File: src/rtl/serial_add_ctrl.sv
// Bit-serial adder controller: streams WIDTH operand bit pairs LSB-first through an
// external one-bit full adder and assembles the registered sum, carry-out and overflow.
module serial_add_ctrl #(
  parameter int unsigned WIDTH = 8
) (
  input  logic             clk,
  input  logic             rst,
  input  logic             start,
  input  logic [WIDTH-1:0] a,
  input  logic [WIDTH-1:0] b,
  input  logic             cin,
  output logic             ready,
  output logic             busy,
  output logic             done,
  output logic [WIDTH-1:0] sum,
  output logic             cout,
  output logic             overflow,
  output logic             fa_a,
  output logic             fa_b,
  output logic             fa_c,
  input  logic             fa_s,
  input  logic             fa_co
);

  localparam int unsigned CntW = $clog2(WIDTH);
  localparam logic [CntW-1:0] CntLast = CntW'(WIDTH - 1);

  typedef enum logic [1:0] {StIdle, StRun, StDone} state_e;

  state_e           state_q, state_d;
  logic [WIDTH-1:0] a_sh_q, a_sh_d;
  logic [WIDTH-1:0] b_sh_q, b_sh_d;
  logic [WIDTH-1:0] sum_sh_q, sum_sh_d;
  logic [WIDTH-1:0] sum_q, sum_d;
  logic [CntW-1:0]  cnt_q, cnt_d;
  logic             carry_q, carry_d;
  logic             cout_q, cout_d;
  logic             msb_cin_q, msb_cin_d;
  logic             load;

  always_comb begin
    state_d   = state_q;
    a_sh_d    = a_sh_q;
    b_sh_d    = b_sh_q;
    sum_sh_d  = sum_sh_q;
    sum_d     = sum_q;
    cnt_d     = cnt_q;
    carry_d   = carry_q;
    cout_d    = cout_q;
    msb_cin_d = msb_cin_q;
    ready     = 1'b0;
    busy      = 1'b0;
    done      = 1'b0;
    fa_a      = 1'b0;
    fa_b      = 1'b0;
    fa_c      = 1'b0;
    load      = 1'b0;

    unique case (state_q)
      StIdle: begin
        ready = 1'b1;
        load  = start;
      end
      StRun: begin
        busy     = 1'b1;
        fa_a     = a_sh_q[0];
        fa_b     = b_sh_q[0];
        fa_c     = carry_q;
        sum_sh_d = {fa_s, sum_sh_q[WIDTH-1:1]};
        carry_d  = fa_co;
        a_sh_d   = a_sh_q >> 1;
        b_sh_d   = b_sh_q >> 1;
        cnt_d    = cnt_q + 1'b1;
        if (cnt_q == CntLast) begin
          // Last bit: latch the result registers that stay visible until the next load.
          state_d   = StDone;
          cnt_d     = '0;
          msb_cin_d = carry_q;
          cout_d    = fa_co;
          sum_d     = {fa_s, sum_sh_q[WIDTH-1:1]};
        end
      end
      StDone: begin
        done    = 1'b1;
        ready   = 1'b1;
        load    = start;
        state_d = StIdle;
      end
      default: state_d = StIdle;
    endcase

    if (load) begin
      state_d   = StRun;
      a_sh_d    = a;
      b_sh_d    = b;
      carry_d   = cin;
      cnt_d     = '0;
      sum_sh_d  = '0;
      sum_d     = '0;
      cout_d    = 1'b0;
      msb_cin_d = 1'b0;
    end
  end

  always_ff @(posedge clk) begin
    if (rst) begin
      state_q   <= StIdle;
      a_sh_q    <= '0;
      b_sh_q    <= '0;
      sum_sh_q  <= '0;
      sum_q     <= '0;
      cnt_q     <= '0;
      carry_q   <= 1'b0;
      cout_q    <= 1'b0;
      msb_cin_q <= 1'b0;
    end else begin
      state_q   <= state_d;
      a_sh_q    <= a_sh_d;
      b_sh_q    <= b_sh_d;
      sum_sh_q  <= sum_sh_d;
      sum_q     <= sum_d;
      cnt_q     <= cnt_d;
      carry_q   <= carry_d;
      cout_q    <= cout_d;
      msb_cin_q <= msb_cin_d;
    end
  end

  assign sum      = sum_q;
  assign cout     = cout_q;
  // Both terms are registered and cleared together, so overflow reads 0 outside a result.
  assign overflow = msb_cin_q ^ cout_q;

endmodule

File: config.mk
export PLATFORM = sky130hd
export DESIGN_NAME = serial_add_ctrl
export DESIGN_NICKNAME = d
export VERILOG_FILES = /design/src/rtl/serial_add_ctrl.sv
export SDC_FILE = /design/constraint.sdc
export NUM_CORES = 1
export LEC_CHECK = 0
export ABC_AREA = 1
export BUFFER_PORTS_ARGS = -buffer_cell sky130_fd_sc_hd__buf_4
export CORE_ASPECT_RATIO = 0.5
export CORE_MARGIN = 10
export CORE_UTILIZATION = 57
export DETAILED_ROUTE_END_ITERATION = 7
export PLACE_DENSITY_LB_ADDON = 0.12
export SYNTH_ARGS = -nofsm -noshare
export SYNTH_HDL_FRONTEND = slang
export SYNTH_SLANG_ARGS = --single-unit
File: constraint.sdc
create_clock -name clk -period 2.1 [get_ports clk]
set_input_delay 0.21 -clock clk [delete_from_list [all_inputs] [get_ports clk]]
set_output_delay 0.21 -clock clk [all_outputs]
set_load 0.01 [all_outputs]
-- Word level (Yosys, flattened, before mapping)
Cells that the tools add are included.
- register bits: 40
- input bits: 22
- logic and storage cells: 43
- add/sub/neg operators: 1
- equality and inequality tests: 6
- mux-type cells: 17
- bitwise gates (word level): 2
- reductions and logical operators: 7
- operators by type and width (cell ; count):
    2-to-1 mux 8 bit ; 4
    2-to-1 mux 1 bit ; 10
    AND reduction 2 bit ; 3
    != test 2 bit, second input constant ; 2
    case mux 2 bit (2 select lines) ; 1
    OR reduction 2 bit ; 2
    adder 3 x 1 -> 3 bit, second input constant ; 1
    == test 3 bit, second input constant ; 1
    2-to-1 mux 3 bit ; 1
    != test 3 bit, second input constant ; 1
    == test 2 x 1 -> 1 bit, second input constant ; 1
    == test 2 bit, second input constant ; 1
    zero test 2 bit ; 1
    2-to-1 mux 2 bit ; 1
    nonzero test 2 bit ; 1
    inverter 1 bit ; 1
    bitwise XOR 1 bit ; 1

-- Depth between registers and ports, before layout
Gate-level depths: netlist (run 1).
- word-level depth: 5
- gate-level depth with buffers: 8
- depth with buffers taken out: 8

-- Worst setup path before layout (run 1)
No wires, ideal clock.
- path kind: flip-flop to flip-flop
- start: reg cnt_q[0]
- end: reg msb_cin_q
- setup time: 58 ps
- arrival: 1191 ps
- data required time: 2042 ps
- setup slack: 850 ps
- stages on the path, launching flop included: 9
- period minus slack after synthesis: 1250 ps
- path through: dfxtp_1 -> ha_1 -> ha_1 -> inv_1 -> nor2_8 -> inv_4 -> buf_6 -> nand3_1 -> nand2_1
- cells in the longest elaborated chain, start to end: 2
- ends and longest elaborated chain (item ; RTL line ; text):
    from (decl) ; 35 ; logic [CntW-1:0] cnt_q, cnt_d;
    from (signal assigned) ; 122 ; cnt_q <= cnt_d;
    == test 3 bit ; 74 ; if (cnt_q == CntLast) begin
    AND reduction 2 bit (no source line) ; - ;
    to (signal assigned) ; 125 ; msb_cin_q <= msb_cin_d;
    to (decl) ; 38 ; logic msb_cin_q, msb_cin_d;
Every way passes these cells.
A chain may end at the register's enable or synchronous reset.

-- Worst setup path after layout (run 1)
- start: reg state_q[0]
- end: out busy
- cells in the longest elaborated chain, start to end: 2
- ends and longest elaborated chain (item ; RTL line ; text):
    from (decl) ; 30 ; state_e state_q, state_d;
    from (signal assigned) ; 107 ; state_q <= StIdle;
    from (signal assigned) ; 117 ; state_q <= state_d;
    == test 2 x 1 -> 1 bit ; 59 ; unique case (state_q)
    2-to-1 mux 1 bit ; 59 ;
    to (decl) ; 13 ; output logic busy,
Every way passes these cells.

==> results of run 1 <==
==> cell usage after synthesis (4+ instances only) <==
master	instances
nor2_2	10
nor2_1	35
o21ai_1	4
a21oi_1	17
inv_1	31
nand2_2	4
o21ai_0	15
dfxtp_1	39
nand3_1	17
inv_2	4
nand2_1	50
buf_6	5
buf_2	5
==> flip-flops by register name (all words and copies together) (netlist names) <==
name	flops
carry_q	1
cout	1
sum_sh_q	7
a_sh_q	8
msb_cin_q	1
sum	8
state_q	2
b_sh_q	8
cnt_q	3
==> cell families (layout without fill, tap and decap cells) <==
family | after synthesis | count (layout)
adder cells (fa/ha/maj) | 2 | 2
buffers and inverters | 49 | 82
AND/OR/NAND/NOR | 120 | 120
AO/OA/AOI/OAI | 36 | 36
XOR/XNOR | 1 | 1
flip-flops | 39 | 39
==> layout make-up <==
cell class	instances	area, um^2	share of cell area (%)
tap	40	50.0	2.38
multi-input combinational	159	768	36.5
timing repair buffer	37	278	13.2
clock buffer	7	76.3	3.63
sequential	39	781	37.1
inverter	37	144	6.85
clock inverter	1	5.00	0.238
==> layer usage <==
layer	global-route usage, %	vias up	wire length (um)	part of all wire (%)
li1	-	815	-	-
met1	16.1	677	1880	49
met2	22.5	30	1670	44
met3	5.36	8	228	6.0
met4	5.48	0	44	1.2
met5	0	-	0	0
==> worst max-delay path, stage by stage (launching register included) <==
cell and delay, ns:
dfxtp_1 0.58, nand2_4 0.30, inv_1 0.34, buf_4 0.19
==> per-stage QoR <==
step / instance area, um^2 / util [%] / total power, uW / hold WS (ns)
3_3_place_gp: 2020 / 67.5 / 1010 / 0.437
3_5_place_dp: 2020 / 67.5 / 1010 / 0.442
2_1_floorplan: 1790 / - / 962 / 0.338
5_1_grt: 2100 / 70.2 / 1560 / 0.143
4_1_cts: 2100 / 70.2 / 1490 / 0.141
6_report: 2100 / 70.2 / 1490 / 0.141
==> report_power, final <==
part           internal (uW)  total [uW]  switching, uW
sequential               774         796           21.6
clock                    233         489            256
combinational           79.4         201            122
total                   1090        1490            400
==> worst paths after layout <==
path | startpoint | endpoint | cells past startpoint
max | state_q[0] | busy | 3
min | a[7] | a_sh_q[7] | 3
max reg2reg | state_q[0] | cnt_q[0] | 4
min reg2reg | carry_q | msb_cin_q | 2
==> results.cfg, run 1 <==
[run_status]
status = finished clean

[route]
drc = 0
vias = 1530
drt_iter0_markers = 62
via_per_inst = 4.78
drt-total-wl_mm = 3.83
dr.pass1.iters = 4
ant_nets = 0
post_drt_wl_per_cell_um = 12.0

[critical_path]
critical_path_class = reg2out
critPathArrivalTime_ns = 1.70
endpoint_kind = output port
critPathLaunchType = register
rrSetupSlack_ns = 0.54
cp.required_ns = 1.89
worst-path-max-fanout = 33

[sta]
tns_ns = 0
min_period_ns = 1.91
slew_violations = 0
setup_violations = 0
min_period_over_period_pct = 91.0
slew_headroom_pct = 72.5
hold_viol_final = 0
fin_ws_ns = 0.190
finalClockSkew_ns = 0.00267
tightest_slew_ns = 0.412
fmax_ghz = 0.524
rsz0062_at_grt = false

[placement]
port_buffers = 37
hpwlAfterDp_mm = 2.68
dpl_worst_slack_ns = 0.526
gp_congestion = 0.824
place_inst = 312

[clocking]
cts_root_buf = clkbuf_8
path_clk_slew_ns = 0.07
cts.sinks = 39
clockBufferDepth = 2
ctsResizeCount = 0
hold_buffers = 0
post_cts_buffers = 0
cts_tree = yes
numCtsBuffers = 5
insertion_delay_ns = 0.29
cts-htree-levels = 2

[global_route]
antenna_found_initial = 0
grt_max_degree = 34
grt_pass1_wl_mm = 6.70
globalRouteTotalUtil_pct = 13.8
grt-ovfl-total = 0
grt_pass1_vias = 1522

[cells_and_area]
drive_above_1_share_pct = 23.9
layout.cells.most_common = nand2_1
area_delta_synth_final_pct = 17.5
fill_cells = 260
nNetsFinal = 303
layout_common_cells = 50 x nand2_1, 39 x dfxtp_1, 37 x buf_4
fin_cells = 320
n_antenna_cell = 0

[synth]
synth_nets = 271
synthAdderAreaFrac_pct = 1.40
async_flop_share_pct = 0
synth.cell_area_um2 = 1790
synth-edff-count = 0
synth_top_area_share_pct = 43.6
syn_area_per_cell_um2 = 7.24
synth_seq_cells = 39
synth_warnings = 0
ys_types = 21
synth-simple-area-share_pct = 31.0
synthFlopType = dfxtp_1
synthMuxAreaShare_pct = 0
synthTopCellsByArea = dfxtp_1 44%, nand2_1 10%, nor2_1 7.3%
synth_top_family_by_area = simple AND/OR/NAND/NOR gates
synth_compound_area_share_pct = 10.1
synthCells = 247
yosys.area.top_type = dfxtp_1
synth_seq_area_share_pct = 43.6
synth_xor_area_share_pct = 0.490

[die]
die_w_um = 99.2
initial_core_util_pct = 59.7
core_area_um2 = 3000
fp-row-count = 14
dieArea_um2 = 5920
chipHeight_um = 59.6
io_pins = 38

[flow_run]
drv_cap = 0

[pwr]
powerDensity_nw_per_um2 = 707
p_leak_uw = 0.00106
max-vdd-ir-drop_uv = 459

[hold_path]
min_path_type = in2reg
Note: power is estimated with default switching activity, not from simulation.
==> inputs of run 2 (changes only) <==
- BUFFER_PORTS_ARGS: -buffer_cell sky130_fd_sc_hd__buf_4 -> not set
- CORE_UTILIZATION: 57 -> 60
- DONT_BUFFER_PORTS: not set -> 1
==> run 2 against run 1 <==
Against the previous run: critical path depth did not move; final cell count fell by 12%; via count fell by 8.1%; die area fell by 3.7%; wire length fell by 4.8%; clock power rose by 30%; sequential cell count did not move; critical endpoint is now fa_a; highest routed layer unchanged.
==> results.cfg, run 2 (synthesis gave the netlist of run 1 again) <==
[cells_and_area]
fin_area_um2 = 1870
layout_common_cells = 50 x nand2_1, 39 x dfxtp_1, 35 x nor2_1
n_antenna_cell = 0
nNetsFinal = 268
area_delta_synth_final_pct = 4.48
layout.cells.most_common = nand2_1
drive_above_1_share_pct = 13.5

[pwr]
powerDensity_nw_per_um2 = 853
max-vdd-ir-drop_uv = 436
p_leak_uw = 0.000896

[placement]
dpl_cell_area_um2 = 1750
hpwlAfterDp_mm = 2.60
gp_congestion = 0.770
port_buffers = 0
dpl_worst_slack_ns = 0.594

[global_route]
grt_pass1_wl_mm = 5.92
antenna_found_initial = 0
grt_max_degree = 26
grt-ovfl-total = 0
globalRouteTotalUtil_pct = 12.7
grt_pass1_vias = 1266

[sta]
setup_violations = 0
rsz0062_at_grt = false
fmax_ghz = 0.570
tns_ns = 0
hold_viol_final = 0
min_period_ns = 1.75
hold_ws_ns = 0.0396
min_period_over_period_pct = 83.5
finalClockSkew_ns = 0.00920
fin_ws_ns = 0.347
tightest_slew_ns = 0.406
slew_headroom_pct = 72.9
slew_violations = 0

[clocking]
cts.sinks = 39
cts_tree = yes
post_cts_buffers = 0
clockBufferDepth = 2
cts-htree-levels = 2
insertion_delay_ns = 0.30
cts_root_buf = clkbuf_8
numCtsBuffers = 5
path_clk_slew_ns = 0.08

[critical_path]
critical_path_class = reg2out
critPathArrivalTime_ns = 1.54
cp.required_ns = 1.89
endpoint_kind = output port
critPathLaunchType = register
worst-path-max-fanout = 18

[run_status]
status = finished clean

[die]
core_area_um2 = 2720
die_w_um = 97.2
fp-row-count = 13
dieArea_um2 = 5700
io_pins = 38
chipHeight_um = 58.6
initial_core_util_pct = 65.9

[hold_path]
min_path_type = in2reg

[route]
via_per_inst = 4.99
drt-total-wl_mm = 3.64
drt_iter0_markers = 53
ant_nets = 0
drc = 0
post_drt_wl_per_cell_um = 12.9
dr.pass1.iters = 5
vias = 1406

[flow_run]
drv_cap = 0
==> run 2: worst max-delay path, stage by stage, from the launching register on <==
cell,delay [ns]
dfxtp_1,0.56
nand2_4,0.21
buf_4,0.25
nor2_1,0.22
==> run 2: routing by layer <==
metal	vias up	track usage [%]	wire length, um
met4	0	4.94	44
met3	7	6.05	367
met2	46	18.9	1500
met5	-	0	0
met1	604	15.6	1730
li1	749	-	-
==> run 2: final timing paths <==
| path | end | cells after the start | slack (ns) | startpoint |
|---|---|---|---|---|
| min | sum_sh_q[7] | 2 | 0.04 | fa_s |
| min reg2reg | msb_cin_q | 2 | 0.47 | carry_q |
| max | fa_a | 3 | 0.35 | state_q[0] |
| max reg2reg | cnt_q[0] | 6 | 0.57 | state_q[0] |
==> run 2: layout make-up <==
cell class	instances	area, um^2
clock buffer	5	68.8
inverter	37	144
tap	37	46.3
timing repair buffer	2	17.5
multi-input combinational	159	768
clock inverter	3	43.8
fill	253	847
sequential	39	781
==> run 2: report_power, final <==
| part | internal (uW) | total (uW) | switching [uW] |
|---|---|---|---|
| clock network | 354 | 637 | 283 |
| logic | 52.2 | 163 | 111 |
| registers | 774 | 795 | 20.8 |
| total | 1180 | 1600 | 415 |
==> run 2: repair_timing <==
item | 4_1_cts | 5_1_grt
resized for setup | 0 | 0
hold buffers | 1 | 0
hold endpoints to repair | 7 | 0
==> run 2: metrics by stage <==
step,util (%),total power [uW],instances
6_report,68.8,1600,282
3_5_place_dp,64.3,972,273
3_3_place_gp,64.3,968,273
2_1_floorplan,-,962,247
5_1_grt,68.8,1660,282
4_1_cts,68.8,1600,282
==> inputs of run 3 (changes only) <==
- clock period: 2.1 -> 1.8 ns (I/O delays scaled with it)
==> run 3 against run 2 <==
Against the previous run: sequential power is 17% higher; die area stayed put; clock power is 16% higher; critical path depth stayed put; non-clock buffer count is 1 higher; worst hold slack worse by 0.030 ns; wire length is 0.66% lower; first-iteration DRC count is 9.4% lower; sequential cell count stayed put.
==> results.cfg, run 3 (synthesis gave the netlist of run 1 again) <==
[pwr]
max-vdd-ir-drop_uv = 560
combPwrFrac_pct = 10.5
p_clk_share_pct = 39.7
p_int_uw = 1380
seq_power_share_pct = 49.8
p_leak_uw = 0.000898
powerDensity_nw_per_um2 = 991
p_switching_uw = 480
swShare_pct = 25.7

[route]
post_drt_wl_per_cell_um = 12.8
drc = 0
ant_nets = 0
drt-total-wl_mm = 3.62
vias = 1410
drt_iter0_markers = 48
dr.pass1.iters = 4
via_per_inst = 4.98

[clocking]
path_clk_slew_ns = 0.08
cts_tree = yes
cts_root_buf = clkbuf_8
cts.sinks = 39
numCtsBuffers = 5
insertion_delay_ns = 0.30
post_cts_buffers = 0
cts-htree-levels = 2
clockBufferDepth = 2

[sta]
hold_viol_final = 0
finalClockSkew_ns = 0.00916
min_period_ns = 1.54
rsz0062_at_grt = false
slew_headroom_pct = 74.7
tightest_slew_ns = 0.379
fin_ws_ns = 0.259
slew_violations = 0
fmax_ghz = 0.649
tns_ns = 0
setup_violations = 0
min_period_over_period_pct = 85.6

[cells_and_area]
area_delta_synth_final_pct = 5.10
final_util_pct = 69.2
seq_area_um2 = 782
fill_cells = 236
layout_common_cells = 50 x nand2_1, 38 x dfxtp_1, 35 x nor2_1
multi_input_area_um2 = 768
n_antenna_cell = 0
layout.cells.most_common = nand2_1
drive_above_1_share_pct = 14.2
fin_area_um2 = 1880
nNetsFinal = 269

[hold_path]
min_delay_path_depth = 2
min_path_type = in2reg

[die]
core_area_um2 = 2720
io_pins = 38
fp-row-count = 13
die_w_um = 97.2
initial_core_util_pct = 65.9
dieArea_um2 = 5700
chipHeight_um = 58.6

[critical_path]
critPathArrivalTime_ns = 1.36
critical_path_class = reg2out
critPathLaunchType = register
worst-path-max-fanout = 16
endpoint_kind = output port
cp.required_ns = 1.62
rr_worst_depth = 6

[global_route]
grt-ovfl-total = 0
antenna_found_initial = 0
globalRouteTotalUtil_pct = 13.4
grt_pass1_wl_mm = 6.24
grt_pass1_vias = 1354
grt_max_degree = 26

[placement]
gp_congestion = 0.831
hpwlAfterDp_mm = 2.59
port_buffers = 0
dpl_cell_area_um2 = 1750
dpl_worst_slack_ns = 0.246

[flow_run]
drv_cap = 0

[run_status]
status = finished clean
run 3: cell count changes in the layout (fill, tap and decap cells not counted), sizes merged:
| cell | before | now |
|---|---|---|
| buf | 1 | 2 |
| clkinvlp | 0 | 1 |
| clkinv | 2 | 0 |
| inv | 37 | 38 |
run 3: layer usage:
metal | GRT usage (%) | share of wire [%] | vias to the layer above
met3 | 6.05 | 8.0 | 7
met2 | 20.7 | 41 | 39
met5 | 0 | 0 | -
met4 | 6.17 | 1.7 | 0
li1 | - | - | 751
met1 | 15.9 | 49 | 613
run 3: final cells by class:
type                       count  share of cell area, %
sequential                    39                   41.6
multi-input combinational    159                   40.9
inverter                      37                   7.65
clock buffer                   5                   3.66
clock inverter                 3                   2.46
tap                           37                   2.46
timing repair buffer           3                   1.33
run 3: timing repair:
action                                  4_1_cts  5_1_grt
gates resized for setup                       0        1
hold endpoints to repair                      7        0
endpoints found under the setup margin        0        3
hold buffers                                  1        0
run 3: path summary, 6_finish.rpt:
path | from | end | slack, ns
worst min-delay path | fa_s | sum[7] | 0.01
worst max-delay path | state_q[0] | fa_a | 0.26
worst max register to register | state_q[0] | cnt_q[0] | 0.39
worst min register to register | carry_q | msb_cin_q | 0.45
run 3: power groups by stage:
| stage | clock network (uW) | registers, uW | logic (uW) |
|---|---|---|---|
| floorplan | 0 | 938 | 185 |
| global route | 789 | 932 | 230 |
| finish | 740 | 928 | 195 |
| CTS | 755 | 927 | 196 |
| detailed placement | 0 | 947 | 191 |
| global placement | 0 | 946 | 188 |
run 3: critical path: stages, from the launching register on:
cell and delay [ns]:
dfxtp_2 0.46, nand2_4 0.18, buf_4 0.23, nor2_1 0.20
run 3: metrics by stage:
stage | total power [uW] | hold slack [ns] | std cells
after floorplan | 1120 | 0.308 | 247
after global placement | 1130 | 0.251 | 274
after detailed placement | 1140 | 0.252 | 274
after CTS | 1880 | 0.00768 | 283
after global routing | 1950 | 0.0129 | 283
final | 1860 | 0.00982 | 283
